===== src/rtl/demux_stream.sv =====
// demux_stream: registered 1-to-NCH stream demultiplexer with a valid/ready handshake on the
// input and on every output channel. Each channel owns a single-entry output register, so a
// stalled consumer only blocks words addressed to it.
// Optional build macro DEMUX_STATS_EN enables per-channel 16-bit accepted-word counters;
// without it stat_cnt is tied to zero.
module demux_stream #(
  parameter int unsigned DW  = 8,
  parameter int unsigned NCH = 4,
  parameter int unsigned SW  = 2
) (
  input  logic              clk,
  input  logic              rst_n,
  input  logic              in_valid,
  output logic              in_ready,
  input  logic [DW-1:0]     in_data,
  input  logic [SW-1:0]     in_sel,
  input  logic              in_bcast,
  output logic [NCH-1:0]    out_valid,
  input  logic [NCH-1:0]    out_ready,
  output logic [NCH*DW-1:0] out_data,
  output logic              drop,
  output logic [NCH*16-1:0] stat_cnt
);

  logic [NCH-1:0]    valid_q;
  logic [NCH*DW-1:0] data_q;
  logic              drop_q;
  logic              drop_d;

  logic [NCH-1:0] chan_free;
  logic [NCH-1:0] load;
  logic           sel_in_range;
  logic           sel_free;
  logic           accept;

  // Channel availability, input ready and per-channel load decode.
  always_comb begin
    chan_free    = ~valid_q | out_ready;
    sel_in_range = 1'b0;
    sel_free     = 1'b0;
    for (int i = 0; i < NCH; i++) begin
      if (in_sel == SW'(i)) begin
        sel_in_range = 1'b1;
        sel_free     = chan_free[i];
      end
    end

    // Out-of-range unicast words are sunk, so they never stall the producer.
    if (in_bcast) begin
      in_ready = &chan_free;
    end else if (sel_in_range) begin
      in_ready = sel_free;
    end else begin
      in_ready = 1'b1;
    end

    accept = in_valid && in_ready;
    for (int i = 0; i < NCH; i++) begin
      load[i] = accept && (in_bcast || (in_sel == SW'(i)));
    end
    drop_d = accept && !in_bcast && !sel_in_range;
  end

  // Per-channel valid flags and the drop pulse; a load wins over a same-cycle drain.
  always_ff @(posedge clk or negedge rst_n) begin
    if (!rst_n) begin
      valid_q <= '0;
      drop_q  <= 1'b0;
    end else begin
      drop_q <= drop_d;
      for (int i = 0; i < NCH; i++) begin
        if (load[i]) begin
          valid_q[i] <= 1'b1;
        end else if (out_ready[i]) begin
          valid_q[i] <= 1'b0;
        end
      end
    end
  end

  // Per-channel data registers; data holds its last value after a drain.
  always_ff @(posedge clk or negedge rst_n) begin
    if (!rst_n) begin
      data_q <= '0;
    end else begin
      for (int i = 0; i < NCH; i++) begin
        if (load[i]) begin
          data_q[i*DW +: DW] <= in_data;
        end
      end
    end
  end

  assign out_valid = valid_q;
  assign out_data  = data_q;
  assign drop      = drop_q;

`ifdef DEMUX_STATS_EN
  logic [NCH*16-1:0] cnt_q;

  // Accepted-word counters, one per channel, wrapping at 16 bits.
  always_ff @(posedge clk or negedge rst_n) begin
    if (!rst_n) begin
      cnt_q <= '0;
    end else begin
      for (int i = 0; i < NCH; i++) begin
        if (load[i]) begin
          cnt_q[i*16 +: 16] <= cnt_q[i*16 +: 16] + 16'd1;
        end
      end
    end
  end

  assign stat_cnt = cnt_q;
`else
  assign stat_cnt = '0;
`endif

endmodule


===== config.mk =====
export PLATFORM = sky130hd
export DESIGN_NAME = demux_stream
export DESIGN_NICKNAME = d
export VERILOG_FILES = /design/src/rtl/demux_stream.sv
export SDC_FILE = /design/constraint.sdc
export NUM_CORES = 1
export LEC_CHECK = 0
export BUFFER_PORTS_ARGS = -buffer_cell sky130_fd_sc_hd__buf_2
export CAP_MARGIN = 10
export CORE_MARGIN = 8
export CORE_UTILIZATION = 47
export DETAILED_ROUTE_END_ITERATION = 6
export PLACE_DENSITY = 0.85
export SYNTH_ARGS = -nofsm -noshare
export SYNTH_HDL_FRONTEND = slang
export SYNTH_SLANG_ARGS = --single-unit

===== constraint.sdc =====
create_clock -name clk -period 3.1 [get_ports clk]
set_input_delay 0.62 -clock clk [delete_from_list [all_inputs] [get_ports clk]]
set_output_delay 0.62 -clock clk [all_outputs]
set_load 0.01 [all_outputs]

==> impl_metrics.tcl, run 1 <==
set metrics [dict create \
    hpwl_um 3290 \
    final_min_period_over_clock_period_pct 68.8 \
    synth_top_family_by_area "buffers and inverters" \
    tritoncts_clock_tree "yes" \
    vias 1171 \
    worstMarginPinSlew_ns 0.787 \
    std_cell_rows 24 \
    drc 0 \
    clock_tree.buffer_depth 2 \
    mostFrequentLayoutCell "sky130_fd_sc_hd__conb_1" \
    finalClockSkew_ns 0.00672 \
    crit_chain "buf_2, nand2b_1, a22oi_1, a21oi_1, a21o_2, buf_2" \
    antenna_violations_before_repair 0 \
    achievable-frequency_ghz 0.469 \
    antennaDiodeCount 0 \
    timing.rr.start "out_valid[0]$_DFFE_PN0P_" \
    design.portCount 120 \
    cellPowerDensity_nw_per_um2 749 \
    detail_route.vias_per_cell 4.23 \
    reg2reg_slack_ns 1.17 \
    crit_fanout 3 \
    die-width_um 82.2 \
    avgRoutedWirePerCell_um 15.0 \
    synth_simple_gate_area_share_pct 7.12 \
    syn2layout_area_growth_pct 9.43 \
    grt_pass1_wl_um 5890 \
    tritoncts.num_buffers 5 \
    gpl.final_weighted_congestion 0.819 \
    muxShareOfSynthArea_pct 19.0 \
    grt_max_degree 38 \
    cts.sink_count 37 \
    clkSlewWorstSetupHoldPaths_ns 0.07 \
    cts-root-buf "sky130_fd_sc_hd__clkbuf_8" \
    final_nets 242 \
    ant_nets 0 \
    timing.slew.headroom_pct 47.5 \
    post_synthesis_compound_gate_area_fraction_pct 4.26 \
    die_height_um 82.2 \
    endpoint_of_the_worst_register_to_register_path "out_data[28]$_DFFE_PN0P_" \
    max_transition_viols_final 0 \
    grt_setup_unrepaired "false" \
    tns_ns 0 \
    post-cts-setup-buffers 0 \
    vdd_ir_drop_max_mv 0.413 \
    worst_ep_arrival_time_ns 1.51 \
    final-setup-viol-count 0 \
    yosysWarningCount 0 \
    core_area_um2 4290 \
    dr.pass1.iters 4 \
    min-delay-path-class "in2async" \
    post_synthesis_share_of_cell_area_spent_on_full_adders_half_adders_and_majority_gates_pct 0 \
    avgSynthCellArea_um2 12.5 \
    synthDistinctLibCells 23 \
    first_global_vias 1131 \
    leakage_nw 1.19 \
    port-buffer-count 55 \
    fin_crit_ns 2.13 \
    ff2ff_path_depth 5 \
    ctsHoldBuffers 0 \
    crit_path_frequent_cell "sky130_fd_sc_hd__buf_2" \
    required_ns 2.48 \
    synthXorXnorAreaFrac_pct 0 \
    design.die.area_um2 6750 \
    most-common-layout-cells "65 x sky130_fd_sc_hd__conb_1, 55 x sky130_fd_sc_hd__buf_2, 37 x sky130_fd_sc_hd__dfrtp_1, 24 x sky130_fd_sc_hd__mux2_2, 8 x sky130_fd_sc_hd__mux2_4" \
    drtIter0Drc 24 \
    initial_utilization_pct 47.9 \
    globalRouteOverflowTotal 0 \
    critical_path.slowest_cell "sky130_fd_sc_hd__a22oi_1" \
    start_kind "input port" \
    track_usage_pct 11.8 \
    critical-path-max-stage-delay_ns 0.20 \
    worst_skew_pair.late_latency_ns 0.29 \
    cts_repair_resize_count 0 \
    mappedNetlistArea_um2 2060 \
    postSynthCellCount 164 \
    setup.worst_path.class "in2out" \
    maxCapViolations 0 \
    final_layout_size_suffix_gt1_share_pct 46.2 \
    fin_util_pct 52.4 \
    htree_levels 2 \
    yosys_register_bits 37 \
    status "finished, final reports clean" \
    routed_wl_um 4160 \
    end_kind "output pin" \
    hold_violations 0 \
    synth.yosys.seq_area_share_pct 45.0 \
]
==> final cells by class <==
class                           instances  area, um2
Sequential cell                        37        926
Clock buffer                            7       86.3
Timing Repair Buffer                   55        275
Multi-Input combinational cell        125        868
Clock inverter                          1       30.0
Tap cell                               52       65.1
Fill cell                             408       2040
==> cell usage after synthesis <==
master / number / area [um2]
sky130_fd_sc_hd__a21o_2: 1 / 8.76
sky130_fd_sc_hd__a21oi_1: 1 / 5.00
sky130_fd_sc_hd__a21oi_4: 3 / 48.8
sky130_fd_sc_hd__a22oi_1: 1 / 7.51
sky130_fd_sc_hd__and2b_1: 1 / 7.51
sky130_fd_sc_hd__and3_4: 1 / 11.3
sky130_fd_sc_hd__and4_4: 1 / 11.3
sky130_fd_sc_hd__buf_4: 64 / 480
sky130_fd_sc_hd__buf_6: 2 / 22.5
sky130_fd_sc_hd__conb_1: 1 / 3.75
sky130_fd_sc_hd__dfrtp_1: 37 / 926
sky130_fd_sc_hd__mux2_2: 24 / 270
sky130_fd_sc_hd__mux2_4: 8 / 120
sky130_fd_sc_hd__nand2_1: 5 / 18.8
sky130_fd_sc_hd__nand2b_1: 1 / 6.26
sky130_fd_sc_hd__nand2b_4: 3 / 41.3
sky130_fd_sc_hd__nor2_1: 2 / 7.51
sky130_fd_sc_hd__nor4b_1: 1 / 8.76
sky130_fd_sc_hd__nor4bb_1: 2 / 20.0
sky130_fd_sc_hd__o21ai_0: 2 / 10.0
sky130_fd_sc_hd__o21bai_1: 1 / 7.51
sky130_fd_sc_hd__or2_1: 1 / 6.26
sky130_fd_sc_hd__or3_2: 1 / 7.51
==> per-stage QoR <==
step | total power (W) | instance area [um2] | setup WS [ns] | cells | hold WS, ns
2_1_floorplan | 0.00110 | 2300 | 1.10 | 228 | 0.324
3_3_place_gp | 0.00126 | 2130 | 0.879 | 269 | 0.482
3_5_place_dp | 0.00128 | 2130 | 0.838 | 269 | 0.490
4_1_cts | 0.00171 | 2250 | 0.968 | 277 | 0.444
5_1_grt | 0.00178 | 2250 | 0.849 | 277 | 0.483
6_report | 0.00168 | 2250 | 0.967 | 277 | 0.411
==> cell families (layout without fill, tap and decap cells) <==
group / Yosys count / count (layout)
and+or+nand+nor: 19 / 19
buffers and inverters: 66 / 63
muxes: 32 / 32
AOI/OAI and AO/OA: 9 / 9
DFF: 37 / 37
other: 1 / 65
==> worst max-delay path: cells and delay by family <==
family | cells | cell delay (ns)
AO/OA/AOI/OAI | 3 | 0.49
buffers and inverters | 2 | 0.22
AND/OR/NAND/NOR | 1 | 0.17
==> registers in the layout (all words and copies together), names as in the netlist <==
name and cells:
drop 1, out_valid 4, out_data 32
==> metal layers <==
metal | global-route usage, % | vias up | wire length, um | share of wire [%]
met1 | 12.7 | 566 | 1450 | 35
met3 | 5.09 | 2 | 544 | 13
li1 | - | 538 | - | -
met4 | 4.74 | 0 | 22 | 0.53
met2 | 20.2 | 65 | 2140 | 51
met5 | 0 | - | 0 | 0
==> worst max path at each step <==
stage                  from  slack, ns                       end  cells past startpoint
5_1_grt        out_ready[0]       0.85                  in_ready                      6
3_3_place_gp   out_ready[0]       0.88  out_data[29]$_DFFE_PN0P_                      6
3_5_place_dp   out_ready[0]       0.84  out_data[24]$_DFFE_PN0P_                      6
4_1_cts        out_ready[0]       0.97                  in_ready                      6
6_report       out_ready[0]       0.97                  in_ready                      6
2_1_floorplan  out_ready[2]       1.10  out_data[24]$_DFFE_PN0P_                      7
==> where the power goes <==
| group | switching [W] | total, W | internal, W | leakage [nW] |
|---|---|---|---|---|
| Combinational | 0.000279 | 0.000549 | 0.000269 | 0.694 |
| Clock | 0.000164 | 0.000426 | 0.000262 | 0.0585 |
| Sequential | 0.0000768 | 0.000710 | 0.000633 | 0.438 |
Note: power is estimated with default switching activity, not from simulation.
==> run 2, diff against run 1 <==
--- a/config.mk
+++ b/config.mk
@@ -8,9 +8,9 @@
 export BUFFER_PORTS_ARGS = -buffer_cell sky130_fd_sc_hd__buf_2
 export CAP_MARGIN = 10
 export CORE_MARGIN = 8
-export CORE_UTILIZATION = 47
+export CORE_UTILIZATION = 39
 export DETAILED_ROUTE_END_ITERATION = 6
-export PLACE_DENSITY = 0.85
+export PLACE_DENSITY = 0.76
 export SYNTH_ARGS = -nofsm -noshare
 export SYNTH_HDL_FRONTEND = slang
 export SYNTH_SLANG_ARGS = --single-unit
==> constraint.sdc (replaced) <==
create_clock -name clk -period 1.8 [get_ports clk]
set_input_delay 0.36 -clock clk [delete_from_list [all_inputs] [get_ports clk]]
set_output_delay 0.36 -clock clk [all_outputs]
set_load 0.01 [all_outputs]
==> run 2 against run 1 <==
  * Critical path depth is the same
  * Cell area grew 4.8%
  * Register-to-register slack lost 1.1 ns
  * Critical endpoint is now out_data[30]$_DFFE_PN0P_
  * Largest cell class unchanged
  * Combinational power grew 84%
  * Count of clock-buffer cells in the layout shrank 2
  * Global-route usage shrank 1.3 points
  * First-iteration DRC count grew 58%
  * Via count grew 4.0%
  * Setup slack lost 0.91 ns
==> impl_metrics.tcl, run 2 (synthesized netlist as in run 1, its figures left out) <==
set metrics [dict create \
    final_nets 250 \
    hold_violations 0 \
    cts_repair_resize_count 0 \
    ant_nets 0 \
    core_area_um2 5110 \
    clock_tree.buffer_depth 2 \
    mostFrequentLayoutCell "sky130_fd_sc_hd__conb_1" \
    crit_chain "nand2b_1, and4_4, and3_4, or2_1, buf_12, mux2_4" \
    antenna_violations_before_repair 0 \
    clockPowerShare_pct 20.4 \
    routed_wl_um 4420 \
    track_usage_pct 10.6 \
    maxCapViolations 0 \
    std_cell_rows 26 \
    critical-path-top-delay-family "simple AND/OR/NAND/NOR gates" \
    initial_utilization_pct 40.3 \
    hpwl_um 3530 \
    grt_max_degree 38 \
    leakage_nw 1.24 \
    tritoncts_clock_tree "yes" \
    setup.worst_path.class "reg2reg" \
    critical_path.slowest_cell "sky130_fd_sc_hd__dfrtp_1" \
    placement.cell_area_um2 2270 \
    worst_ep_arrival_time_ns 1.91 \
    largest_register_ffs 32 \
    post-cts-setup-buffers 0 \
    final_layout_size_suffix_gt1_share_pct 48.9 \
    crit_fanout 8 \
    buf_inv_stages_crit_path 1 \
    design.portCount 120 \
    required_ns 1.97 \
    vias 1218 \
    ctsHoldBuffers 0 \
    achievable-frequency_ghz 0.575 \
    postLayoutCellArea_um2 2360 \
    final-setup-viol-count 0 \
    detail_route.vias_per_cell 4.02 \
    worst_skew_pair.late_latency_ns 0.29 \
    fin_crit_ns 1.74 \
    die_height_um 88.6 \
    layoutNonFillerInstCount 303 \
    drtIter0Drc 38 \
    start_kind "register" \
    power.share.combinational_pct 35.9 \
    final_min_period_over_clock_period_pct 96.6 \
    die-width_um 88.6 \
    avgRoutedWirePerCell_um 14.6 \
    fin_util_pct 46.2 \
    port-buffer-count 55 \
    drc 0 \
    min-delay-path-class "in2async" \
    sw_frac_of_total_pct 33.7 \
    cts.sink_count 37 \
    syn2layout_area_growth_pct 14.7 \
    cellPowerDensity_nw_per_um2 1190 \
    most-common-layout-cells "65 x sky130_fd_sc_hd__conb_1, 55 x sky130_fd_sc_hd__buf_2, 37 x sky130_fd_sc_hd__dfrtp_1, 24 x sky130_fd_sc_hd__mux2_2, 8 x sky130_fd_sc_hd__mux2_4" \
    numPlacedInstances 295 \
    grt_pass1_wl_um 6420 \
    tritoncts.num_buffers 5 \
    cts-root-buf "sky130_fd_sc_hd__clkbuf_8" \
    p_seq_share_pct 43.7 \
    end_kind "register" \
    htree_levels 2 \
    clkSlewWorstSetupHoldPaths_ns 0.08 \
    vdd_ir_drop_max_mv 0.848 \
    finalClockSkew_ns 0.00428 \
    antennaDiodeCount 0 \
    switching_power_w 0.000946 \
    first_global_vias 1282 \
    max_transition_viols_final 0 \
    gpl.final_weighted_congestion 0.792 \
    globalRouteOverflowTotal 0 \
    layout_filler_cell_count 483 \
    design.die.area_um2 7850 \
    critical-path-max-stage-delay_ns 0.38 \
    p_int_w 0.00187 \
    status "finished, final reports clean" \
    dr.pass1.iters 4 \
]
run 2: path summary, 6_finish.rpt:
kind / start / to / slack (ns) / cells after the start
setup / recovery: out_valid[0]$_DFFE_PN0P_ / out_data[30]$_DFFE_PN0P_ / 0.06 / 6
hold / removal: rst_n / out_valid[2]$_DFFE_PN0P_ / 0.11 / 2
setup reg to reg: out_valid[0]$_DFFE_PN0P_ / out_data[30]$_DFFE_PN0P_ / 0.06 / 6
hold reg to reg: out_data[20]$_DFFE_PN0P_ / out_data[20]$_DFFE_PN0P_ / 0.50 / 1
max in group asynchronous: rst_n / out_data[31]$_DFFE_PN0P_ / 1.36 / 2
min in group clk: out_ready[2] / out_valid[2]$_DFFE_PN0P_ / 0.34 / 3
run 2: area by class of cell:
type | instances | area (um2) | area share [%]
Tap cell | 70 | 87.6 | 3.71
Multi-Input combinational cell | 125 | 873 | 37.0
Clock inverter | 3 | 17.5 | 0.743
Clock buffer | 5 | 68.8 | 2.92
Sequential cell | 37 | 926 | 39.3
Timing Repair Buffer | 63 | 385 | 16.3
run 2: power groups by stage:
stage / Combinational (W) / Clock [W] / Sequential, W
2_1_floorplan: 0.000537 / 0 / 0.00136
3_3_place_gp: 0.000998 / 0 / 0.00123
3_5_place_dp: 0.00102 / 0 / 0.00124
4_1_cts: 0.00102 / 0.000599 / 0.00123
5_1_grt: 0.00109 / 0.000631 / 0.00126
6_report: 0.00101 / 0.000575 / 0.00123
run 2: per-stage QoR:
stage	setup slack (ns)	total power, W	hold slack (ns)	TNS, ns
6_report	0.0616	0.00281	0.106	0
5_1_grt	-0.00157	0.00298	0.137	-0.00221
3_3_place_gp	-0.0525	0.00223	0.425	-1.22
2_1_floorplan	0.0572	0.00190	0.0644	0
3_5_place_dp	-0.0894	0.00226	0.433	-1.80
4_1_cts	0.0223	0.00285	0.113	0
run 2: routing by layer:
metal / wire, um / up-vias / track usage [%] / part of all wire, %
li1: - / 552 / - / -
met1: 1670 / 580 / 11.8 / 38
met2: 2100 / 81 / 17.5 / 48
met3: 608 / 5 / 4.92 / 14
met4: 42 / 0 / 3.23 / 0.95
met5: 0 / - / 0 / 0
==> run 3, diff against run 2 <==
--- a/config.mk
+++ b/config.mk
@@ -7,10 +7,12 @@
 export LEC_CHECK = 0
 export BUFFER_PORTS_ARGS = -buffer_cell sky130_fd_sc_hd__buf_2
 export CAP_MARGIN = 10
+export CELL_PAD_IN_SITES_DETAIL_PLACEMENT = 0
+export CELL_PAD_IN_SITES_GLOBAL_PLACEMENT = 1
 export CORE_MARGIN = 8
-export CORE_UTILIZATION = 39
+export CORE_UTILIZATION = 29
 export DETAILED_ROUTE_END_ITERATION = 6
-export PLACE_DENSITY = 0.76
+export PLACE_DENSITY_LB_ADDON = 0.1
 export SYNTH_ARGS = -nofsm -noshare
 export SYNTH_HDL_FRONTEND = slang
 export SYNTH_SLANG_ARGS = --single-unit
==> run 3 against run 2 <==
  * Register-to-register slack improved by 0.02 ns
  * Die area is 28% higher
  * Routed wire length is 8.5% higher
  * Setup slack improved by 0.017 ns
  * Critical path type is now reg2out
  * Sequential power about the same
  * Maximum frequency up 0.99%
  * Sequential share of layout area is 1.3 points lower
==> impl_metrics.tcl, run 3 (synthesized netlist as in run 1, its figures left out) <==
set metrics [dict create \
    status "finished, final reports clean" \
    tns_ns 0 \
    detail_route.vias_per_cell 3.62 \
    grt_max_degree 17 \
    final_hold_slack_ns 0.345 \
    setup.worst_path.class "reg2out" \
    antennaDiodeCount 0 \
    largest_register_ffs 32 \
    cts.sink_count 37 \
    achievable-frequency_ghz 0.581 \
    grt_setup_unrepaired "true" \
    leakage_nw 1.26 \
    dr.pass1.iters 4 \
    critical_path.slowest_cell "sky130_fd_sc_hd__dfrtp_1" \
    most-common-layout-cells "65 x sky130_fd_sc_hd__conb_1, 55 x sky130_fd_sc_hd__buf_2, 37 x sky130_fd_sc_hd__dfrtp_1, 24 x sky130_fd_sc_hd__mux2_2, 13 x sky130_fd_sc_hd__buf_4" \
    final_nets 259 \
    design.die.area_um2 10000 \
    tritoncts_clock_tree "yes" \
    critical-path-max-stage-delay_ns 0.39 \
    track_usage_pct 9.62 \
    final_layout_size_suffix_gt1_share_pct 50.8 \
    std_cell_rows 30 \
    die-width_um 100 \
    cts-root-buf "sky130_fd_sc_hd__clkbuf_8" \
    gpl.final_weighted_congestion 0.681 \
    htree_levels 2 \
    layoutNonFillerInstCount 338 \
    initial_utilization_pct 30.1 \
    start_kind "register" \
    final_min_period_over_clock_period_pct 95.6 \
    max_transition_viols_final 0 \
    required_ns 1.44 \
    finalClockSkew_ns 0.00944 \
    mostFrequentLayoutCell "sky130_fd_sc_hd__conb_1" \
    final-setup-viol-count 0 \
    numPlacedInstances 328 \
    layout_filler_cell_count 740 \
    worst_skew_pair.late_latency_ns 0.28 \
    switching_power_w 0.000917 \
    tritoncts.num_buffers 5 \
    grt_pass1_wl_um 7500 \
    vias 1225 \
    routed_wl_um 4790 \
    die_height_um 100 \
    syn2layout_area_growth_pct 18.7 \
    crit_fanout 3 \
    globalRouteOverflowTotal 0 \
    worst_ep_arrival_time_ns 1.36 \
    buf_inv_stages_crit_path 1 \
    drc 0 \
    cellPowerDensity_nw_per_um2 1150 \
    p_seq_share_pct 43.6 \
    design.portCount 120 \
    port-buffer-count 55 \
    end_kind "output pin" \
    sw_frac_of_total_pct 32.8 \
    power.share.combinational_pct 36.5 \
    antenna_violations_before_repair 0 \
    ant_nets 0 \
    critical-path-top-delay-family "compound AO/OA/AOI/OAI gates" \
    hpwl_um 3900 \
    clkSlewWorstSetupHoldPaths_ns 0.08 \
    min-delay-path-class "in2reg" \
    clock_tree.buffer_depth 2 \
    vdd_ir_drop_max_mv 0.363 \
    p_int_w 0.00188 \
    fin_crit_ns 1.72 \
    core_area_um2 6830 \
    first_global_vias 1383 \
    maxCapViolations 0 \
    avgRoutedWirePerCell_um 14.2 \
    hold_violations 0 \
    drtIter0Drc 18 \
    crit_chain "nand2b_4, a22oi_2, a21oi_1, a21o_2, buf_2" \
    clockPowerShare_pct 20.0 \
]
run 3: cell count changes in the layout (fill, tap and decap cells not counted), moves of 2 or more:
cell,delta
sky130_fd_sc_hd__buf_12,-3
sky130_fd_sc_hd__buf_4,+9
sky130_fd_sc_hd__buf_6,+2
sky130_fd_sc_hd__clkinv_2,-2
run 3: repair_timing:
item / 4_1_cts / 5_1_grt
setup buffers: 0 / 1
gates resized for setup: 0 / 5
hold endpoints to repair: 14 / 0
setup endpoints to repair: 0 / 16
hold buffers: 1 / 0
run 3: through the flow:
stage	util, %	area, um2	worst slack, ns	total power (W)
after floorplan	-	2300	0.0572	0.00190
after global placement	33.9	2310	-0.0853	0.00226
after detailed placement	33.9	2310	-0.0928	0.00226
after CTS	35.3	2410	0.00455	0.00286
after global routing	35.7	2440	-0.00533	0.00300
final	35.7	2440	0.0787	0.00280
run 3: area by class of cell:
class                           instances  area (um2)  area share [%]
Sequential cell                        37         926            37.9
Tap cell                               96         120            4.92
Timing Repair Buffer                   72         425            17.4
Multi-Input combinational cell        125         882            36.1
Clock buffer                            6        72.6            2.97
Clock inverter                          2        15.0           0.615
run 3: power by group through the flow:
stage,combinational (W),sequential [W],clock [W]
after floorplan,0.000537,0.00136,0
after global placement,0.00102,0.00124,0
after detailed placement,0.00102,0.00124,0
after CTS,0.00103,0.00122,0.000603
after global routing,0.00111,0.00126,0.000626
final,0.00102,0.00122,0.000558
run 3: worst register-to-register path: stages (launching register included):
cell	delay, ns
sky130_fd_sc_hd__dfrtp_1	0.38
sky130_fd_sc_hd__nand2b_1	0.13
sky130_fd_sc_hd__and4_4	0.23
sky130_fd_sc_hd__and3_4	0.26
sky130_fd_sc_hd__or2_4	0.16
sky130_fd_sc_hd__buf_6	0.13
sky130_fd_sc_hd__mux2_4	0.30
run 3: metal layers:
layer | vias to the layer above | routed length [um] | GRT usage, %
li1 | 571 | - | -
met1 | 582 | 2130 | 11.9
met2 | 66 | 2170 | 14.9
met3 | 6 | 437 | 3.88
met4 | 0 | 51 | 2.79
met5 | - | 0 | 0
run 3: worst paths after layout:
| kind | start | endpoint | slack (ns) | depth (start not counted) |
|---|---|---|---|---|
| setup / recovery | out_valid[1]$_DFFE_PN0P_ | in_ready | 0.08 | 5 |
| hold / removal | in_data[7] | out_data[31]$_DFFE_PN0P_ | 0.34 | 2 |
| setup reg to reg | out_valid[0]$_DFFE_PN0P_ | out_data[26]$_DFFE_PN0P_ | 0.08 | 6 |
| hold reg to reg | out_data[7]$_DFFE_PN0P_ | out_data[7]$_DFFE_PN0P_ | 0.50 | 1 |
| max in group asynchronous | rst_n | out_data[21]$_DFFE_PN0P_ | 0.76 | 3 |
| min in group asynchronous | rst_n | out_data[25]$_DFFE_PN0P_ | 0.53 | 2 |
